--- src/rtl/wb_slave_arbiter.sv ---
// ---------------------------------------------------------------------------
// wb_slave_arbiter
//
// Purpose: shares one Wishbone slave between two Wishbone masters. The bus
// is arbitrated from an IDLE state only; once a master owns the bus it keeps
// it for as long as it holds cyc, so multi-beat cycles are never split.
// Simultaneous requests from IDLE go to the master that did not own the bus
// last (m0 wins the first tie after reset).
//
// Handshake: a master's cyc is its request. The grant is registered, so the
// slave sees the request one cycle after it is first sampled. While a
// master owns the bus, its cyc/stb/we/sel/dat/adr are passed combinationally
// to the slave, and the slave's ack/dat are passed combinationally back to
// that master only. The arbiter never creates, holds or drops an ack. Any
// ack-until-stb-drops behaviour of the slave passes through unchanged.
//
// Optional feature (macro ARB_TIMEOUT_EN): a 16-bit stall counter aborts a
// grant whose strobed access has waited TIMEOUT cycles without an ack. The
// abort pulses o_timeout during the last granted cycle; the aborted master
// must drop cyc before it can be granted again. Without the macro there is
// no counter, o_timeout is 0 and a grant is held indefinitely.
//
// Ports:
//   clk, rst                 clock (rising edge), synchronous active-high reset
//   i_m{0,1}_cyc/stb/we      master request controls
//   i_m{0,1}_sel/dat/adr     master byte select, write data, address
//   o_m{0,1}_ack/dat         slave response, routed to the owning master only
//   o_m{0,1}_int             slave interrupt, broadcast to both masters
//   o_s_cyc/stb/we/sel/dat/adr  shared-slave request (zero when idle)
//   i_s_ack/dat/int          shared-slave response
//   o_timeout                one-cycle pulse on a timeout abort
//   o_grant                  one-hot owner: 01 = m0, 10 = m1, 00 = none
//                            (this is also the full FSM state view)
// ---------------------------------------------------------------------------
module wb_slave_arbiter #(
  parameter logic [15:0] TIMEOUT = 16'd1024
) (
  input  logic        clk,
  input  logic        rst,
  // master 0
  input  logic        i_m0_we,
  input  logic        i_m0_cyc,
  input  logic        i_m0_stb,
  input  logic [3:0]  i_m0_sel,
  input  logic [31:0] i_m0_dat,
  input  logic [31:0] i_m0_adr,
  output logic        o_m0_ack,
  output logic [31:0] o_m0_dat,
  output logic        o_m0_int,
  // master 1
  input  logic        i_m1_we,
  input  logic        i_m1_cyc,
  input  logic        i_m1_stb,
  input  logic [3:0]  i_m1_sel,
  input  logic [31:0] i_m1_dat,
  input  logic [31:0] i_m1_adr,
  output logic        o_m1_ack,
  output logic [31:0] o_m1_dat,
  output logic        o_m1_int,
  // shared slave
  output logic        o_s_we,
  output logic        o_s_cyc,
  output logic        o_s_stb,
  output logic [3:0]  o_s_sel,
  output logic [31:0] o_s_dat,
  output logic [31:0] o_s_adr,
  input  logic        i_s_ack,
  input  logic [31:0] i_s_dat,
  input  logic        i_s_int,
  // status
  output logic        o_timeout,
  output logic [1:0]  o_grant
);

  typedef enum logic [1:0] {
    IDLE   = 2'd0,
    GRANT0 = 2'd1,
    GRANT1 = 2'd2
  } state_t;

  state_t state_q, state_d;
  // Last owner: 0 = m0, 1 = m1. Resets to m1 so m0 wins the first tie.
  logic   last_q, last_d;
  logic   timeout_hit;
  logic   req0, req1;

`ifdef ARB_TIMEOUT_EN
  logic [15:0] cnt_q, cnt_d;
  // Per-master abort lockout: set when that master's grant is aborted,
  // cleared once the master lets go of cyc.
  logic [1:0]  blk_q, blk_d;

  assign timeout_hit = (state_q != IDLE) && (cnt_q == TIMEOUT);
  assign req0        = i_m0_cyc & ~blk_q[0];
  assign req1        = i_m1_cyc & ~blk_q[1];

  always_comb begin
    cnt_d = cnt_q;
    blk_d = blk_q & {i_m1_cyc, i_m0_cyc};
    // The counter sits at 0 in IDLE, which makes every grant start from 0.
    if (state_q == IDLE) begin
      cnt_d = 16'd0;
    end else if (i_s_ack) begin
      cnt_d = 16'd0;
    end else if (o_s_stb) begin
      cnt_d = cnt_q + 16'd1;
    end
    if (timeout_hit) begin
      if (state_q == GRANT0) blk_d[0] = 1'b1;
      if (state_q == GRANT1) blk_d[1] = 1'b1;
    end
  end

  always_ff @(posedge clk) begin
    if (rst) begin
      cnt_q <= 16'd0;
      blk_q <= 2'b00;
    end else begin
      cnt_q <= cnt_d;
      blk_q <= blk_d;
    end
  end
`else
  logic unused_timeout;
  assign unused_timeout = ^TIMEOUT;
  assign timeout_hit    = 1'b0;
  assign req0           = i_m0_cyc;
  assign req1           = i_m1_cyc;
`endif

  assign o_timeout = timeout_hit;

  // Next-state logic
  always_comb begin
    state_d = state_q;
    last_d  = last_q;
    unique case (state_q)
      IDLE: begin
        if (req0 && req1) begin
          state_d = last_q ? GRANT0 : GRANT1;
        end else if (req0) begin
          state_d = GRANT0;
        end else if (req1) begin
          state_d = GRANT1;
        end
      end
      GRANT0: begin
        if (!i_m0_cyc || timeout_hit) begin
          state_d = IDLE;
          last_d  = 1'b0;
        end
      end
      GRANT1: begin
        if (!i_m1_cyc || timeout_hit) begin
          state_d = IDLE;
          last_d  = 1'b1;
        end
      end
      default: state_d = IDLE;
    endcase
  end

  always_ff @(posedge clk) begin
    if (rst) begin
      state_q <= IDLE;
      last_q  <= 1'b1;
    end else begin
      state_q <= state_d;
      last_q  <= last_d;
    end
  end

  // Datapath muxing, purely from the registered owner
  always_comb begin
    o_s_we   = 1'b0;
    o_s_cyc  = 1'b0;
    o_s_stb  = 1'b0;
    o_s_sel  = 4'h0;
    o_s_dat  = 32'h0;
    o_s_adr  = 32'h0;
    o_m0_ack = 1'b0;
    o_m0_dat = 32'h0;
    o_m1_ack = 1'b0;
    o_m1_dat = 32'h0;
    o_grant  = 2'b00;
    unique case (state_q)
      GRANT0: begin
        o_s_we   = i_m0_we;
        o_s_cyc  = i_m0_cyc;
        o_s_stb  = i_m0_stb;
        o_s_sel  = i_m0_sel;
        o_s_dat  = i_m0_dat;
        o_s_adr  = i_m0_adr;
        o_m0_ack = i_s_ack;
        o_m0_dat = i_s_dat;
        o_grant  = 2'b01;
      end
      GRANT1: begin
        o_s_we   = i_m1_we;
        o_s_cyc  = i_m1_cyc;
        o_s_stb  = i_m1_stb;
        o_s_sel  = i_m1_sel;
        o_s_dat  = i_m1_dat;
        o_s_adr  = i_m1_adr;
        o_m1_ack = i_s_ack;
        o_m1_dat = i_s_dat;
        o_grant  = 2'b10;
      end
      default: ;
    endcase
  end

  // Interrupt is broadcast in every state, including reset.
  assign o_m0_int = i_s_int;
  assign o_m1_int = i_s_int;

endmodule

--- config.mk ---
export PLATFORM = sky130hd
export DESIGN_NAME = wb_slave_arbiter
export DESIGN_NICKNAME = d
export VERILOG_FILES = /design/src/rtl/wb_slave_arbiter.sv
export SDC_FILE = /design/constraint.sdc
export NUM_CORES = 1
export LEC_CHECK = 0
export CAP_MARGIN = 10
export CORE_AREA = 2 2 125 127
export DETAILED_ROUTE_END_ITERATION = 10
export DIE_AREA = 0 0 127 129
export PLACE_DENSITY_LB_ADDON = 0.1
export SLEW_MARGIN = 0
export SYNTH_ARGS = -nofsm -noshare
export SYNTH_HDL_FRONTEND = slang
export SYNTH_SLANG_ARGS = --single-unit
--- constraint.sdc ---
create_clock -name clk -period 3 [get_ports clk]
set_clock_uncertainty 0.15 [all_clocks]
set_input_delay 0.6 -clock clk [delete_from_list [all_inputs] [get_ports clk]]
set_output_delay 0.6 -clock clk [all_outputs]
set_load 0.02 [all_outputs]
---- After elaboration in Yosys (flattened, before gate mapping) ----
Cells that the tools add are included.
storage, ports and cells
  bits in registers ....................... 3
  input bits .............................. 178
  output and inout port bits .............. 142
  word-level logic and storage cells ...... 33
operators by class
  equality and inequality tests ........... 5
  muxes and demuxes ....................... 21
  reduce and logical (&&, ||, !) cells .... 5
operators by type and width
  operator            count
  $pmux 32 s2         2
  $mux 32             2
  $mux 2              6
  $pmux 1 s2          4
  $pmux 4 s2          1
  $pmux 2 s3          1
  $reduce_and 3->1    2
  $mux 1              4
  $ne 2x2->1 const B  2
  $ne 4x4->1 const B  1
  $pmux 2 s2          1
  $eq 2x1->1 const B  1
  $eq 2x2->1 const B  1
  $logic_not 2->1     1
  $reduce_bool 2->1   1
  $logic_and 1x1->1   1

---- Longest topological paths before layout ----
  word-level depth ........................ 4
  gate-level depth with buffers ........... 8

---- Worst setup path after synthesis ----
No wires, ideal clock.
  kind .................................... register to output
  start ................................... register state_q[1]
  end ..................................... output port o_s_dat[5]
  data arrival time ....................... 1537 ps
  data required time ...................... 2250 ps
  slack ................................... 713 ps
  stages on the path, launching flop included .. 8
  path buffers ............................ 3
  cells stage by stage .................... dfxtp_1 -> inv_1 -> ha_1 -> buf_6 -> buf_2 -> buf_1 -> a22oi_1 -> nor2b_1
between the ends
  longest elaborated chain between the ends .. 2
  elaborated cells between the ends (all ways) .. 3
  those cells by class .................... eq/ne (2); mux (1)
ends and longest elaborated chain
  item                                             RTL line  text
  start, declared                                  81        state_t state_q, state_d;
  start signal, assigned                           168       state_q <= state_d;
  $eq 2x2->1 / $eq 2x1->1 (equally long branches)  186       unique case (state_q)
  $pmux 32 s2 *                                    186
  end, declared                                    65        output logic [31:0] o_s_dat,
Mark *: on every way between the ends. The rest lies on a longest branch, timed or not.

---- Final worst setup path ----
  start ................................... register state_q[0]
  end ..................................... output port o_s_dat[21]
Same word-level chain as after synthesis.

==> summary.txt <==
Run status
  • Status: completed

Critical path
  • FF-to-FF path depth: 7
  • Worst reg-to-reg setup slack: 0.89 ns
  • Critical Path Start Type: flop
  • Critical Path RT: 2.25 ns
  • R2r startpoint: state_q[0]$_SDFFE_PP0P_
  • Crit path DAT: 2.12 ns
  • Setup CP Type: reg2out
  • Crit Path Max Fanout: 25
  • Crit end category: output pin
  • Worst R2R End: state_q[0]$_SDFFE_PP0P_

Global routing
  • Largest net degree at the start of global routing: 51
  • Vias in the first global route: 3092
  • Gr ovfl total: 0
  • First-pass GRT wire length: 16.2 mm
  • GRT Overall Usage: 12.3%
  • Initial antenna violation count: 0

Placed design
  • I/O Buffers: 315
  • Placer congestion estimate: 0.707
  • Post-DP HPWL: 9.22 mm
  • Pre-CTS WS: 0.172 ns
  • Placed Instances: 746

Detailed routing
  • Avg Vias per Cell: 4.14
  • Antenna-violating nets left: 0
  • Iteration-0 DRC Markers: 69
  • Final Routed Wirelength: 11.6 mm
  • # DRC: 0
  • DRT Pass-1 Iters: 4
  • DR vias: 3106
  • Wire per inst: 15.4 µm

Power
  • Comb power frac: 78.2%
  • Psw: 0.444 mW
  • Pleak: 2.49 nW
  • Pwr/cell area: 224 mW/mm²
  • PnR Total Power: 1.20 mW
  • Int Pwr: 0.753 mW
  • Clock Power Share: 17.7%
  • Flop pwr share: 4.2%
  • VDD IR max: 0.000176 V
  • Net Sw Frac: 37.1%

Floorplanning
  • Die Ht: 129 µm
  • Starting Density: 11.8%
  • Die W: 127 µm
  • Top Ports: 320
  • Row count: 45
  • Placeable Area: 0.0150 mm²
  • Die area: 0.0164 mm²

Worst hold path
  • Worst hold path depth: 2
  • Worst Min Path Start: state_q[1]$_SDFFE_PP0P_
  • Worst hold path type: reg2reg
  • Hold endpoint: state_q[1]$_SDFFE_PP0P_

STA
  • Slew Limit Fails: 0
  • Tcrit/Tclk final: 95.7%
  • Hold Fails Final Rpt: 0
  • Worst hold slack: 0.381 ns
  • Final Worst Setup Slack: 0.128 ns
  • Fmax: 348 MHz
  • Minimum clock period: 2.87 ns
  • Final setup fails: 0

Finish
  • Area grow syn2layout: 203%
  • Final #Nets: 747
  • Ant. Diodes: 0
  • Layout cell share with drive strength beyond 1: 2.84%
  • Fin cells: 751

Clocking
  • Max Buffers Root-to-Sink: 2
  • H-tree Lvls: 1
  • Hold-fix buffers, CTS: 0
  • # clock sinks: 3
  • Clock transition at path regs: 0.03 ns
  • CTS buffer count: 3
  • Worst skew pair latency: 0.22 ns
  • CTS tree: built
  • Clock root cell: clkbuf_16

Logic synthesis
  • Synth area leaders: a22oi_1 (30%), nor2b_1 (25%), and2_1 (24%), clkbuf_1 (5.7%), ha_1 (3.5%)
  • YS warnings: 0
  • Seq/Total Area, Yosys: 3.40%
  • Post-synth cell types: 21
  • Synthesized flop and latch total: 3
  • Syn Area/Cell: 6.59 µm²
  • Synth Net Count: 451
  • Synth Instances: 268
  • Yosys top cell by area: a22oi_1
  • Synthesized area: 0.00177 mm²
  • Area fraction of the dominant cell type after synthesis: 29.7%

Flow run
  • Maxcap violations: 0
[cell families (layout without fill, tap and decap cells)]
kind of cell,after synthesis,count (layout),share of synthesized area [%]
AO/OA/AOI/OAI,79,79,33.0
other,1,1,0.212
AND/OR/NAND/NOR,142,142,50.4
buffers and inverters,38,333,9.42
adder cells (fa/ha/maj),5,5,3.54
flip-flops,3,3,3.40
[cell usage after synthesis]
library cell and n:
buf_2 1, clkbuf_1 27, nor3b_1 1, conb_1 1, ha_1 5, inv_1 4
o21ai_0 2, buf_6 1, a22oi_1 70, o21bai_1 1, buf_1 1, nor2b_1 71
nand2b_1 1, a21oi_1 4, or4b_1 1, nor2_1 1, and2_1 67, buf_4 4
a22o_1 1, a2111o_1 1, dfxtp_1 3
[stage by stage]
step | setup TNS [ns] | utilization (%) | instance area, µm²
after floorplan | 0 | - | 1770
after global placement | 0 | 34.4 | 5160
after detailed placement | 0 | 34.4 | 5160
after CTS | 0 | 35.0 | 5240
after global routing | -0.0350 | 35.7 | 5350
final | 0 | 35.7 | 5350
[worst max-delay path: stages (launching register included)]
cell             delay (ns)
dfxtp_1                0.41
inv_1                  0.12
ha_1                   0.37
buf_6                  0.22
nor2b_1                0.17
clkdlybuf4s50_1        0.62
[area by class of cell]
class / instances / area (µm²)
clock buffer: 4 / 78.8
fill: 1534 / 9630
inverter: 4 / 15.0
multi-input combinational: 227 / 1560
sequential: 3 / 60.1
tap: 188 / 235
timing repair buffer: 325 / 3410
[flip-flops by register name (all words and copies together), names as in the netlist]
name	flops
last_q	1
state_q	2
[layout by cell type (no fill, tap or decap), types with 4 or more instances in the layout]
cell type and instances:
clkdlybuf4s50_1 273, nor2b_1 71, a22oi_1 70, and2_1 67, dlymetal6s2s_1 41, buf_12 6, inv_1 4, a21oi_1 4
buf_4 4
[power groups by stage]
stage	Combinational, mW	Sequential, mW	Clock (mW)
after floorplan	0.418	0.0485	0
after global placement	0.943	0.0505	0
after detailed placement	0.946	0.0506	0
after CTS	0.950	0.0501	0.214
after global routing	1.01	0.0511	0.221
final	0.936	0.0500	0.211
[metal layers]
| layer | routed length, µm | vias to the layer above | track usage (%) |
|---|---|---|---|
| li1 | - | 1515 | - |
| met1 | 4080 | 1411 | 12.8 |
| met2 | 6250 | 178 | 24.8 |
| met3 | 1220 | 2 | 4.20 |
| met4 | 35 | 0 | 1.23 |
| met5 | 0 | - | 0 |
[worst max-delay path by stage]
stage          slack, ns          end                    start
2_1_floorplan       0.71   o_s_dat[5]  state_q[1]$_SDFFE_PP0P_
6_report            0.13  o_s_dat[21]  state_q[0]$_SDFFE_PP0P_
3_5_place_dp        0.17      o_s_cyc                 i_m0_cyc
4_1_cts             0.03  o_s_dat[26]  state_q[0]$_SDFFE_PP0P_
5_1_grt            -0.03   o_s_sel[2]  state_q[0]$_SDFFE_PP0P_
3_3_place_gp        0.18      o_s_cyc                 i_m0_cyc
[timing repair]
| item | 4_1_cts | 5_1_grt |
|---|---|---|
| resized for setup | 0 | 42 |
| setup endpoints to repair | 0 | 39 |
| buffers inserted | 0 | 1 |
(Power assumes the default switching activity.)
